File: src/rtl/bit_serial_adder_pkg.sv
// Shared definitions for the bit-serial adder/subtractor: FSM state
// encodings, legal WIDTH range and the bit-cell helper.
package bit_serial_adder_pkg;

  // Controller states; encodings are fixed so they line up with the
  // existing gate-library documentation.
  typedef enum logic [1:0] {
    ST_IDLE = 2'd0,
    ST_RUN  = 2'd1,
    ST_DONE = 2'd2
  } state_t;

  localparam int WIDTH_MIN = 2;
  localparam int WIDTH_MAX = 32;

  // Elaboration-time legality check for the operand width.
  function automatic bit width_ok(input int w);
    return (w >= WIDTH_MIN) && (w <= WIDTH_MAX);
  endfunction

  // Majority of three: the carry function of a full adder.
  function automatic logic maj3(input logic x, input logic y, input logic z);
    return (x & y) | (x & z) | (y & z);
  endfunction

  // Bit-cell result bundle.
  typedef struct packed {
    logic s;
    logic co;
  } fa_out_t;

endpackage

File: src/rtl/bit_serial_adder_fa.sv
// Single full-adder gate cell, reused once per clock by the serial adder.
module bit_serial_adder_fa
  import bit_serial_adder_pkg::*;
(
  input  logic a,
  input  logic b,
  input  logic ci,
  output logic s,
  output logic co
);

  fa_out_t res;

  // Pure combinational sum/carry of one bit position.
  always_comb begin
    res    = '0;
    res.s  = a ^ b ^ ci;
    res.co = maj3(a, b, ci);
  end

  assign s  = res.s;
  assign co = res.co;

endmodule

File: src/rtl/bit_serial_adder.sv
// Bit-serial adder/subtractor: one full-adder cell plus a carry flop walks
// WIDTH-bit operands LSB-first, one bit per clock, with a start/busy/done
// handshake. Subtraction is a + ~b + 1 with the +1 preloaded into the carry.
module bit_serial_adder
  import bit_serial_adder_pkg::*;
#(
  parameter int WIDTH  = 8,
  parameter bit SUB_EN = 1'b1
) (
  input  logic             clk,
  input  logic             rst_n,
  input  logic             start,
  input  logic             sub,
  input  logic [WIDTH-1:0] a,
  input  logic [WIDTH-1:0] b,
  output logic             busy,
  output logic             done,
  output logic [WIDTH-1:0] sum,
  output logic             carry_out,
  output logic             overflow
);

  localparam int CNT_W = (WIDTH > 1) ? $clog2(WIDTH) : 1;
  localparam logic [CNT_W-1:0] CNT_LAST = CNT_W'(WIDTH - 1);

  if (!width_ok(WIDTH)) begin : g_bad_width
    $error("bit_serial_adder: WIDTH must be in 2..32");
  end

  state_t           state;
  logic [WIDTH-1:0] a_sr;
  logic [WIDTH-1:0] b_sr;
  logic [WIDTH-1:0] work;
  logic [CNT_W-1:0] cnt;
  logic             c;

  logic             sub_eff;
  logic             bit_s;
  logic             bit_c;
  logic [WIDTH-1:0] work_nxt;

  // With SUB_EN=0 the sub request is masked so the block is add-only.
  assign sub_eff  = sub & SUB_EN;
  // Work register after shifting in the current sum bit at the MSB; on the
  // last bit this is the complete result.
  assign work_nxt = {bit_s, work[WIDTH-1:1]};

  bit_serial_adder_fa u_fa (
    .a  (a_sr[0]),
    .b  (b_sr[0]),
    .ci (c),
    .s  (bit_s),
    .co (bit_c)
  );

  // Controller, datapath shift registers and registered result outputs.
  always_ff @(posedge clk or negedge rst_n) begin
    if (!rst_n) begin
      state     <= ST_IDLE;
      a_sr      <= '0;
      b_sr      <= '0;
      work      <= '0;
      cnt       <= '0;
      c         <= 1'b0;
      busy      <= 1'b0;
      done      <= 1'b0;
      sum       <= '0;
      carry_out <= 1'b0;
      overflow  <= 1'b0;
    end else begin
      case (state)
        ST_IDLE, ST_DONE: begin
          done <= 1'b0;
          if (start) begin
            a_sr  <= a;
            b_sr  <= sub_eff ? ~b : b;
            c     <= sub_eff;
            cnt   <= '0;
            busy  <= 1'b1;
            state <= ST_RUN;
          end else begin
            state <= ST_IDLE;
          end
        end

        ST_RUN: begin
          a_sr <= a_sr >> 1;
          b_sr <= b_sr >> 1;
          work <= work_nxt;
          c    <= bit_c;
          cnt  <= cnt + 1'b1;
          if (cnt == CNT_LAST) begin
            // c still holds the carry into the MSB here, bit_c the carry out.
            sum       <= work_nxt;
            carry_out <= bit_c;
            overflow  <= c ^ bit_c;
            cnt       <= '0;
            busy      <= 1'b0;
            done      <= 1'b1;
            state     <= ST_DONE;
          end
        end

        default: begin
          busy  <= 1'b0;
          done  <= 1'b0;
          state <= ST_IDLE;
        end
      endcase
    end
  end

endmodule

File: config.mk
export PLATFORM = sky130hd
export DESIGN_NAME = bit_serial_adder
export DESIGN_NICKNAME = d
export VERILOG_FILES = /design/src/rtl/bit_serial_adder_pkg.sv /design/src/rtl/bit_serial_adder_fa.sv /design/src/rtl/bit_serial_adder.sv
export SDC_FILE = /design/constraint.sdc
export NUM_CORES = 1
export LEC_CHECK = 0
export ABC_AREA = 1
export CORE_MARGIN = 4
export CORE_UTILIZATION = 52
export DETAILED_ROUTE_END_ITERATION = 6
export HOLD_SLACK_MARGIN = 0.15
export PLACE_DENSITY = 0.78
export SYNTH_ARGS = -nofsm -noshare
export SYNTH_HDL_FRONTEND = slang
export SYNTH_HIERARCHICAL = 1
export SYNTH_SLANG_ARGS = --single-unit
File: constraint.sdc
create_clock -name clk -period 1.66 [get_ports clk]
set_clock_uncertainty 0.05 [all_clocks]
set_input_delay 0.249 -clock clk [delete_from_list [all_inputs] [get_ports clk]]
set_output_delay 0.249 -clock clk [all_outputs]
set_load 0.01 [all_outputs]
=== Word-level counts from Yosys, hierarchy flattened ===
Cells that the tools add are included.
Widths: inputs -> output; s select.

* Muxes and demuxes: 18
* Equal/unequal tests: 5
* Add/sub/neg operators: 1
* Bitwise logic cells: 9
* Reduce and logical (&&, ||, !) cells: 6

{| class="wikitable"
|+ Operators by type and width
! kind !! number
|-
| $pmux 8 s2 || 2
|-
| $mux 8 || 3
|-
| $not 8->8 || 1
|-
| $mux 1 || 6
|-
| $mux 3 || 2
|-
| $pmux 3 s2 || 1
|-
| $reduce_and 2->1 || 3
|-
| $ne 2x2->1 const B || 2
|-
| $pmux 1 s2 || 2
|-
| $pmux 2 s2 || 1
|-
| $add 3x1->3 const B || 1
|-
| $and 1x1->1 || 3
|-
| $eq 3x3->1 const B || 1
|-
| $xor 1x1->1 || 3
|-
| $eq 2x1->1 const B || 1
|-
| $eq 2x2->1 const B || 1
|-
| $logic_not 2->1 || 1
|-
| $mux 2 || 1
|-
| $or 1x1->1 || 2
|-
| $reduce_bool 2->1 || 1
|-
| $reduce_or 2->1 || 1
|}

* Output and inout port bits: 12
* Register bits: 42
* Logic and storage cells: 50
* Input port bits: 20

=== Logic depth before layout (Yosys ltp) ===
Gate-level depths: netlist of run 1.

* Depth after elaboration: 4
* Mapped depth: 7
* Depth with buffers taken out: 6

=== Modules after synthesis ===
Netlist of run 1, hierarchy kept.

{| class="wikitable"
|+ Modules (own cells, without submodules)
! module !! cells an instance !! instances !! seq. area each (sq um) !! area an instance (sq um)
|-
| bit_serial_adder || 235 || 1 || 1026.0 || 1871.8
|-
| bit_serial_adder_fa || 1 || 1 || 0.0 || 20.0
|}

=== Worst setup path before layout of run 1 ===
OpenSTA, ideal clock, no wires.

* Kind: register to register
* From: reg cnt[0]
* To: reg carry_out
* Data required time: 1493 ps
* Buffers on the path: 1
* Library setup time: 117 ps
* Path slack: 322 ps
* Arrival: 1171 ps
* Cell stages (with the launch flop): 8
* Clock period less this slack: 1338 ps
* Path through: dfrtp_1 ha_1 ha_1 inv_1 nor2_2 buf_4 nand2_1 nand2_1

* Word-level cells in the longest chain between the ends: 2

{| class="wikitable"
|+ Ends and longest elaborated chain
! element !! RTL line !! source
|-
| start, declared || bit_serial_adder.sv:34 || <nowiki>logic [CNT_W-1:0] cnt;</nowiki>
|-
| start signal, assigned || bit_serial_adder.sv:91 || <nowiki>cnt <= cnt + 1'b1;</nowiki>
|-
| $eq 3x3->1 || bit_serial_adder.sv:92 || <nowiki>if (cnt == CNT_LAST) begin</nowiki>
|-
| $reduce_and 2->1 (no source line) || -- ||
|-
| end signal, assigned || bit_serial_adder.sv:95 || <nowiki>carry_out <= bit_c;</nowiki>
|-
| end, declared || bit_serial_adder.sv:19 || <nowiki>output logic carry_out,</nowiki>
|}

No other way between the ends.
A chain may end at the register's enable or synchronous reset.

=== Worst setup path in the final report of run 1 ===
* From: reg sum[0]
* To: out sum[0]

{| class="wikitable"
|+ RTL lines
! element !! RTL line !! source
|-
| start, declared || bit_serial_adder.sv:18 || <nowiki>output logic [WIDTH-1:0] sum,</nowiki>
|-
| start signal, assigned || bit_serial_adder.sv:94 || <nowiki>sum <= work_nxt;</nowiki>
|}

No word-level cell between the ends.

==> metrics.csv, run 1 <==
metric,value,unit
outcome,completed,
drt_iter0_drc,96,
design.die.area,0.004667,mm2
min_period,1540,ps
grt_overflow_total,0,
cts_resized,0,
grt_setup_unrepaired,no,
dpl.hpwl,2559,um
startpoint,sum[0],
coreArea,0.003416,mm2
cts_buffers,5,
cts-root-buf,clkbuf_4,
final_cell_mix,"nand2_1 (103), dfrtp_1 (41), nand3_1 (38)",
dr.pass1.iters,4,
die_w,68.32,um
viasPerCell,4.755,
ant_nets,0,
synth-compound-area-share,2.116,%
yosys.area_share.simple,33.07,%
die-height,68.32,um
path_cells,clkdlybuf4s50_1,
ys_warn_count,6,
worst-setup-path-type,flip-flop to output pin,
portBuffers,31,
worst_slack,119.6,ps
cts_tree,yes,
total_power,4025,uW
drt-total-wl,3476,um
grt_antenna_before_repair,0,
synth_top_family_by_area,simple AND/OR/NAND/NOR gates,
setup_viol_count_final,0,
power.density,1704,mW/mm2
grt_pass1_vias,1409,
start_util,55.38,%
clock_latency,340,ps
maxCapViolations,0,
leakagePower,0.001250,uW
fmax,649.2,MHz
dpl_cell_area,0.002280,mm2
crit_fanout,2,
hold_violations,0,
pwr-share-seq,43.1,%
combPwrFrac,41.6,%
grt_pass1_wl,6030,um
max_slew.worst_pin.slew,495.6,ps
clock_sinks,41,
drc,0,
timing.hold.ws,407.4,ps
synth_xor_area_share,0.4630,%
synth_fp_nets,259,
crit_family,buffers and inverters,
place.gp.congestion,0.7877,
p_sw_share,37.16,%
ys_types,19,
hp-start,a[7],
hp-class,input port to flip-flop,
wl_per_cell,10.76,um
crit_slowest_cell,clkdlybuf4s50_1,
slew_viol_final,0,
fp-row-count,21,
critPathMaxStageDelay,530,ps
end_kind,output pin,
final_area,0.002362,mm2
grt_use_total,17.40,%
grt_max_degree,42,
yosysSeqAreaShare,54.23,%
finalCritPeriodShare,92.79,%
ys_ff_latch,41,
clkPwrFrac,15.3,%
htreeDepth,2,
syn_to_final_growth,24.87,%
crit_required,1360,ps
vdd_drop_max,0.7034,mV
syn-cell-area,0.001892,mm2
final_layout_size_suffix_gt1_share,9.386,%
critPathLaunchType,flip-flop,
layout_commonest_cell,nand2_1,
worstReg2RegStart,cnt[0],
insertedDiodeCount,0,
synthAdderAreaFrac,2.381,%
reg2reg_slack,280,ps
slew_headroom,66.96,%
synthCells,236,
internal-power,2529,uW
num_io_pins,32,
final_net_count,300,
tns,0,ps
critPathArrivalTime,1240,ps
dp_slack,174.3,ps
syn_avg_cell_area,8.016,um2
critical_path_buf_inv_count,1,
synth.area.mux_share,0,%
switchingPower,1496,uW
num_vias,1536,
clkTransAtPathRegs,130,ps
cts.path.max_buffers,2,
[worst paths after layout]
path                       endpoint  depth (start not counted)
max                          sum[0]                          1
min                         a_sr[7]                          3
max reg2reg                  sum[6]                          6
min reg2reg                  sum[2]                          2
max in group asynchronous    cnt[0]                          3
min in group asynchronous    sum[0]                          3
[timing repair]
action / CTS / global route
hold endpoints to repair: 41 / 0
hold buffers: 1 / 0
setup buffers: 0 / 0
[state kept, by name, indices dropped and copies added, names as in the netlist, 2 cells and up]
name / cells
state: 2
sum: 8
a_sr: 8
work: 7
b_sr: 8
cnt: 3
[routing by layer]
| metal | track usage, % | part of all wire (%) |
|---|---|---|
| met4 | 6.700 | 2.1 |
| met5 | 0 | 0 |
| met2 | 29.72 | 47 |
| met3 | 4.433 | 4.0 |
| met1 | 20.97 | 47 |
[power groups by stage]
stage / registers (uW) / clock network (uW) / logic (uW)
after global routing: 1800 / 660 / 1930
after CTS: 1740 / 625 / 1690
after detailed placement: 1750 / 0 / 1690
final: 1740 / 616 / 1670
after floorplan: 1750 / 0 / 1060
after global placement: 1740 / 0 / 1640
[through the flow]
| step | instances | util, % |
|---|---|---|
| floorplan | 236 | - |
| global placement | 315 | 66.74 |
| detailed placement | 315 | 66.74 |
| CTS | 323 | 69.16 |
| global route | 323 | 69.16 |
| finish | 323 | 69.16 |
[area by class of cell]
type | instances | area, um2
clock buffer | 5 | 37.54
sequential | 41 | 1026
fill | 284 | 1054
clock inverter | 2 | 35.03
multi-input combinational | 162 | 719.4
timing repair buffer | 42 | 390.4
inverter | 25 | 96.34
tap | 46 | 57.56
[synth_stat cells]
master / count / area, um2
buf_6: 1 / 11.26
fa_1: 1 / 20.02
dfrtp_1: 41 / 1026
xor2_1: 1 / 8.760
nor2_2: 2 / 12.51
ha_1: 2 / 25.02
o21ai_0: 7 / 35.03
nand2_4: 1 / 11.26
inv_1: 21 / 78.83
nand3_1: 38 / 190.2
buf_2: 4 / 20.02
nor2_1: 5 / 18.77
inv_4: 1 / 6.260
nand2_2: 1 / 6.260
inv_2: 3 / 11.26
nand2_1: 103 / 386.6
clkbuf_1: 1 / 3.750
o21ai_1: 1 / 5.000
buf_4: 2 / 15.01
[worst reg2reg max path, delay by kind of cell (launching register included)]
family                     cells  cell delay (ps)
DFF                            1              420
adders and majority gates      2              390
and+or+nand+nor                3              310
buffers and inverters          1              160
[logic make-up after synthesis]
| group | count (synthesis) |
|---|---|
| and+or+nand+nor | 150 |
| DFF | 41 |
| buffers and inverters | 33 |
| xor gates and xnor gates | 1 |
| adders and majority gates | 3 |
| AOI/OAI and AO/OA | 8 |
Power figures use the tool's default switching activity.
==> inputs of run 2 (changes only) <==
--- a/config.mk
+++ b/config.mk
@@ -10,7 +10,7 @@
 export CORE_UTILIZATION = 52
 export DETAILED_ROUTE_END_ITERATION = 6
 export HOLD_SLACK_MARGIN = 0.15
-export PLACE_DENSITY = 0.78
+export PLACE_DENSITY_LB_ADDON = 0.25
 export SYNTH_ARGS = -nofsm -noshare
 export SYNTH_HDL_FRONTEND = slang
 export SYNTH_HIERARCHICAL = 1
==> constraint.sdc (replaced) <==
create_clock -name clk -period 1.66 [get_ports clk]
set_clock_uncertainty 0.05 [all_clocks]
set_input_delay 0.249 -clock clk [delete_from_list [all_inputs] [get_ports clk]]
set_output_delay 0.249 -clock clk [all_outputs]
set_load 0.005 [all_outputs]
==> run 2 against run 1 <==
Die area stayed put; clock-buffer cell count is 1 higher; first-iteration DRC count is 26% higher; non-clock buffer count is 1 higher; global-route usage is 1.4 points higher; sequential power hardly changed; flip-flop and latch count stayed put; maximum frequency is 0.97% lower; via count is 3.9% higher; critical endpoint is now busy; largest power group unchanged.
==> metrics.csv, run 2 (synthesis gave the netlist of run 1 again) <==
metric,value,unit,change
slew_viol_final,0,,unchanged
dpl.hpwl,2743,um,+7.2%
maxCapViolations,0,,unchanged
min_period,1555,ps,+15.05 ps
drt-total-wl,3671,um,+5.6%
hp-class,input port to async pin,,
grt_setup_unrepaired,no,,
ant_nets,0,,unchanged
crit_required,1360,ps,about the same
p_sw_share,36.30,%,-0.86 points
critical_path_buf_inv_count,1,,unchanged
worst-setup-path-type,flip-flop to output pin,,
grt_pass1_vias,1491,,+5.8%
combPwrFrac,40.6,%,-1.0 points
crit_slowest_cell,clkdlybuf4s50_1,,
critPathLaunchType,flip-flop,,
grt_antenna_before_repair,0,,unchanged
crit_fanout,2,,unchanged
max_slew.worst_pin.slew,503.6,ps,+7.960 ps
regArea,0.001026,mm2,unchanged
fill_cells,272,,-4.2%
dr.pass1.iters,4,,unchanged
switchingPower,1471,uW,-1.6%
viasPerCell,4.911,,+3.3%
critPathMaxStageDelay,510,ps,-20 ps
fp-row-count,21,,unchanged
multi_input_area,719.4,um2,unchanged
path_cells,clkdlybuf4s50_1,,
finalCritPeriodShare,93.70,%,+0.91 points
cts-root-buf,clkbuf_4,,
drc,0,,unchanged
final_layout_size_suffix_gt1_share,10.04,%,+0.65 points
total_power,4053,uW,+0.69%
critPathArrivalTime,1260,ps,+20 ps
grt_pass1_wl,6368,um,+5.6%
end_kind,output pin,,
coreArea,0.003416,mm2,unchanged
clkTransAtPathRegs,120,ps,about the same
die-height,68.32,um,unchanged
top_regs,"a_sr x8, b_sr x8, sum x8",,
leakagePower,0.001259,uW,+0.66%
die_w,68.32,um,unchanged
grt_max_degree,24,,-43%
rr_worst_depth,6,,unchanged
grt_use_total,18.84,%,+1.4 points
fmax,642.9,MHz,-0.97%
vdd_drop_max,0.8922,mV,+27%
htreeDepth,2,,unchanged
cts_buffers,5,,unchanged
cts_tree,yes,,
clock_sinks,41,,unchanged
wl_per_cell,11.30,um,+5.0%
clock_latency,350,ps,about the same
cts.path.max_buffers,2,,unchanged
setup_viol_count_final,0,,unchanged
clkPwrFrac,16.9,%,+1.6 points
post_cts_buffers,0,,unchanged
final_cell_mix,"nand2_1 (103), dfrtp_1 (41), nand3_1 (38)",,
pwr-share-seq,42.5,%,-0.6 points
grt_overflow_total,0,,unchanged
power.density,1698,mW/mm2,-0.32%
num_io_pins,32,,unchanged
syn_to_final_growth,26.12,%,
insertedDiodeCount,0,,unchanged
num_vias,1596,,+3.9%
layout_commonest_cell,nand2_1,,
tns,0,ps,unchanged
final_net_count,301,,+0.33%
portBuffers,31,,unchanged
start_util,55.38,%,unchanged
outcome,completed,,
design.die.area,0.004667,mm2,unchanged
slew_headroom,66.43,%,-0.53 points
drt_iter0_drc,121,,+26%
internal-power,2582,uW,+2.1%
crit_family,buffers and inverters,,
hold_violations,0,,unchanged
place.gp.congestion,0.7886,,+0.11%
cp.depth,1,,unchanged
==> run 2: power by group through the flow <==
stage,Clock [uW],Sequential [uW],Combinational [uW]
final,685,1720,1650
after global routing,744,1780,1920
after CTS,696,1720,1670
after detailed placement,0,1740,1660
after global placement,0,1730,1610
after floorplan,0,1700,1060
==> run 2: final timing paths <==
path,startpoint,end,slack [ps]
max in group asynchronous,rst_n,b_sr[5],700
worst min-delay path,rst_n,sum[0],330
min in group clk,a[7],a_sr[7],360
worst max register to register,cnt[0],sum[6],240
worst min register to register,sum[3],sum[3],430
worst max-delay path,busy,busy,100
==> run 2: area by class of cell <==
class                      count  share of cell area, %
sequential                    41                  43.00
multi-input combinational    162                  30.15
timing repair buffer          43                  16.68
inverter                      25                  4.038
tap                           46                  2.412
clock buffer                   6                  2.150
clock inverter                 2                  1.573
==> run 2: metal layers <==
| metal | vias up | global-route usage, % | share of wire [%] |
|---|---|---|---|
| met1 | 728 | 23.01 | 44 |
| met4 | 0 | 9.181 | 1.9 |
| met2 | 45 | 31.53 | 49 |
| met3 | 8 | 3.941 | 5.3 |
| met5 | - | 0 | 0 |
| li1 | 815 | - | - |
==> run 2: metrics by stage <==
| stage | instances | instance area (um2) | hold WS [ps] | setup WS (ps) | util (%) |
|---|---|---|---|---|---|
| floorplan | 236 | 1892 | -96.59 | 322.0 | - |
| global placement | 316 | 2287 | 193.5 | 224.1 | 66.96 |
| detailed placement | 316 | 2287 | 194.9 | 220.2 | 66.96 |
| CTS | 325 | 2386 | 340.9 | 84.35 | 69.85 |
| global route | 325 | 2386 | 377.2 | 52.54 | 69.85 |
| finish | 325 | 2386 | 328.4 | 104.6 | 69.85 |
==> run 2: timing repair <==
item / in CTS / in global routing
gates resized for setup: 0 / 0
endpoints found under the setup margin: 0 / 0
hold buffers: 1 / 0
endpoints found under the hold margin: 21 / 0
==> inputs of run 3 (changes only) <==
--- a/config.mk
+++ b/config.mk
@@ -7,10 +7,11 @@
 export LEC_CHECK = 0
 export ABC_AREA = 1
 export CORE_MARGIN = 4
-export CORE_UTILIZATION = 52
+export CORE_UTILIZATION = 30
 export DETAILED_ROUTE_END_ITERATION = 6
 export HOLD_SLACK_MARGIN = 0.15
 export PLACE_DENSITY_LB_ADDON = 0.25
+export SLEW_MARGIN = 20
 export SYNTH_ARGS = -nofsm -noshare
 export SYNTH_HDL_FRONTEND = slang
 export SYNTH_HIERARCHICAL = 1
==> run 3 against run 2 <==
Clock-buffer cell count decreased by 1; routed wire length increased by 2.3%; via count decreased by 4.4%; flip-flop and latch count unchanged; hold slack improved by 56 ps; critical path depth increased by 6; power decreased by 1.0%; non-clock buffer count decreased by 1; clock power decreased by 6.4%; setup slack improved by 85 ps; sequential power about the same; die area increased by 64%; critical endpoint is now carry_out; largest power group unchanged.
==> metrics.csv, run 3 (synthesis gave the netlist of run 1 again) <==
metric,value,unit,change
outcome,completed,,
grt_overflow_total,0,,unchanged
setup_viol_count_final,0,,unchanged
place_inst,344,,+8.9%
cts.path.max_buffers,2,,unchanged
final_layout_size_suffix_gt1_share,9.712,%,-0.32 points
num_io_pins,32,,unchanged
hold_buffers,1,,unchanged
grt_pass1_wl,6672,um,+4.8%
critPathArrivalTime,1610,ps,+350 ps
cts_resized,0,,unchanged
reg2reg_slack,190,ps,-50 ps
wl_per_cell,10.64,um,-5.8%
worst_slack,189.6,ps,+84.98 ps
startpoint,cnt[0],,
power.density,1654,mW/mm2,-2.6%
insertedDiodeCount,0,,unchanged
max_slew.worst_pin.slew,466.6,ps,-36.96 ps
min_period,1470,ps,-84.98 ps
drt-total-wl,3756,um,+2.3%
die-height,87.41,um,+28%
end_kind,flip-flop,,
num_vias,1526,,-4.4%
design.die.area,0.007641,mm2,+64%
layout_commonest_cell,nand2_1,,
rr_worst_depth,7,,+1
slew_viol_final,0,,unchanged
r2r_end,carry_out,,
portBuffers,31,,unchanged
final_cell_mix,"nand2_1 (103), dfrtp_1 (41), nand3_1 (38)",,
slew_headroom,68.89,%,+2.5 points
post_cts_buffers,0,,unchanged
grt_antenna_before_repair,0,,unchanged
grt_setup_unrepaired,no,,
dr.pass1.iters,4,,unchanged
die_w,87.41,um,+28%
worst-setup-path-type,flip-flop to flip-flop,,
clock_sinks,41,,unchanged
dpl.hpwl,2704,um,-1.4%
fmax,680.1,MHz,+5.8%
cts-root-buf,clkbuf_8,,
tns,0,ps,unchanged
maxCapViolations,0,,unchanged
clock_latency,290,ps,-60 ps
syn_to_final_growth,28.17,%,
drt_iter0_drc,50,,-59%
hp-class,input port to async pin,,
dp_slack,198.8,ps,-21.40 ps
grt_pass1_vias,1514,,+1.5%
timing.hold.ws,384.5,ps,+56.13 ps
leakagePower,0.001257,uW,-0.12%
top_regs,"a_sr x8, b_sr x8, sum x8",,
stdcell_count,353,,+8.6%
fp-row-count,28,,+33%
htreeDepth,2,,unchanged
coreArea,0.006026,mm2,+76%
vdd_drop_max,0.5403,mV,-39%
clkTransAtPathRegs,80,ps,-40 ps
hold_violations,0,,unchanged
crit_fanout,11,,+9
grt_use_total,11.13,%,-7.7 points
start_util,31.40,%,-24 points
cts_tree,yes,,
finalCritPeriodShare,88.58,%,-5.1 points
critPathLaunchType,flip-flop,,
viasPerCell,4.323,,-12%
worstReg2RegStart,cnt[0],,
final_net_count,300,,-0.33%
drc,0,,unchanged
cts_buffers,5,,unchanged
crit_required,1800,ps,+440 ps
place.gp.congestion,0.7440,,-5.7%
ant_nets,0,,unchanged
grt_max_degree,25,,+4.2%
## run 3: how the worst max path moves through the flow
stage           endpoint  slack (ps)  depth (start not counted)
2_1_floorplan  carry_out         320                          7
3_3_place_gp    overflow         230                          7
3_5_place_dp      sum[3]         200                          7
4_1_cts             done         180                          1
5_1_grt        carry_out          80                          7
6_report       carry_out         190                          7
## run 3: critical path, stage by stage, from the launching register on
cell     delay (ps)
dfrtp_1         410
ha_1            210
ha_1            250
inv_1           110
nor2_2           40
buf_4           170
nand2_1          60
nand2_1          50
## run 3: where the power goes
group | internal, uW | switching (uW)
combinational | 782 | 854
clock | 290 | 351
sequential | 1460 | 278
total | 2530 | 1480
## run 3: metrics by stage
stage                     util [%]  total power (uW)  cell area, um2
after detailed placement     38.64              3426            2328
after CTS                    40.24              4082            2425
after global placement       38.64              3384            2328
final                        40.24              4011            2425
after floorplan                  -              2766            1892
after global routing         40.24              4421            2425
## run 3: routing by layer
metal | vias to the layer above | share of wire [%] | GRT usage, %
met2 | 26 | 44 | 18.63
li1 | 809 | - | -
met4 | 0 | 1.8 | 4.184
met5 | - | 0 | 0
met1 | 686 | 50 | 14.07
met3 | 5 | 3.7 | 2.271
## run 3: layout make-up
| type | instances | area (um2) |
|---|---|---|
| Clock inverter | 3 | 17.52 |
| Fill cell | 648 | 3601 |
| Tap cell | 75 | 93.84 |
| Timing Repair Buffer | 42 | 402.9 |
| Clock buffer | 5 | 68.82 |
| Inverter | 25 | 96.34 |
| Multi-Input combinational cell | 162 | 719.4 |
| Sequential cell | 41 | 1026 |
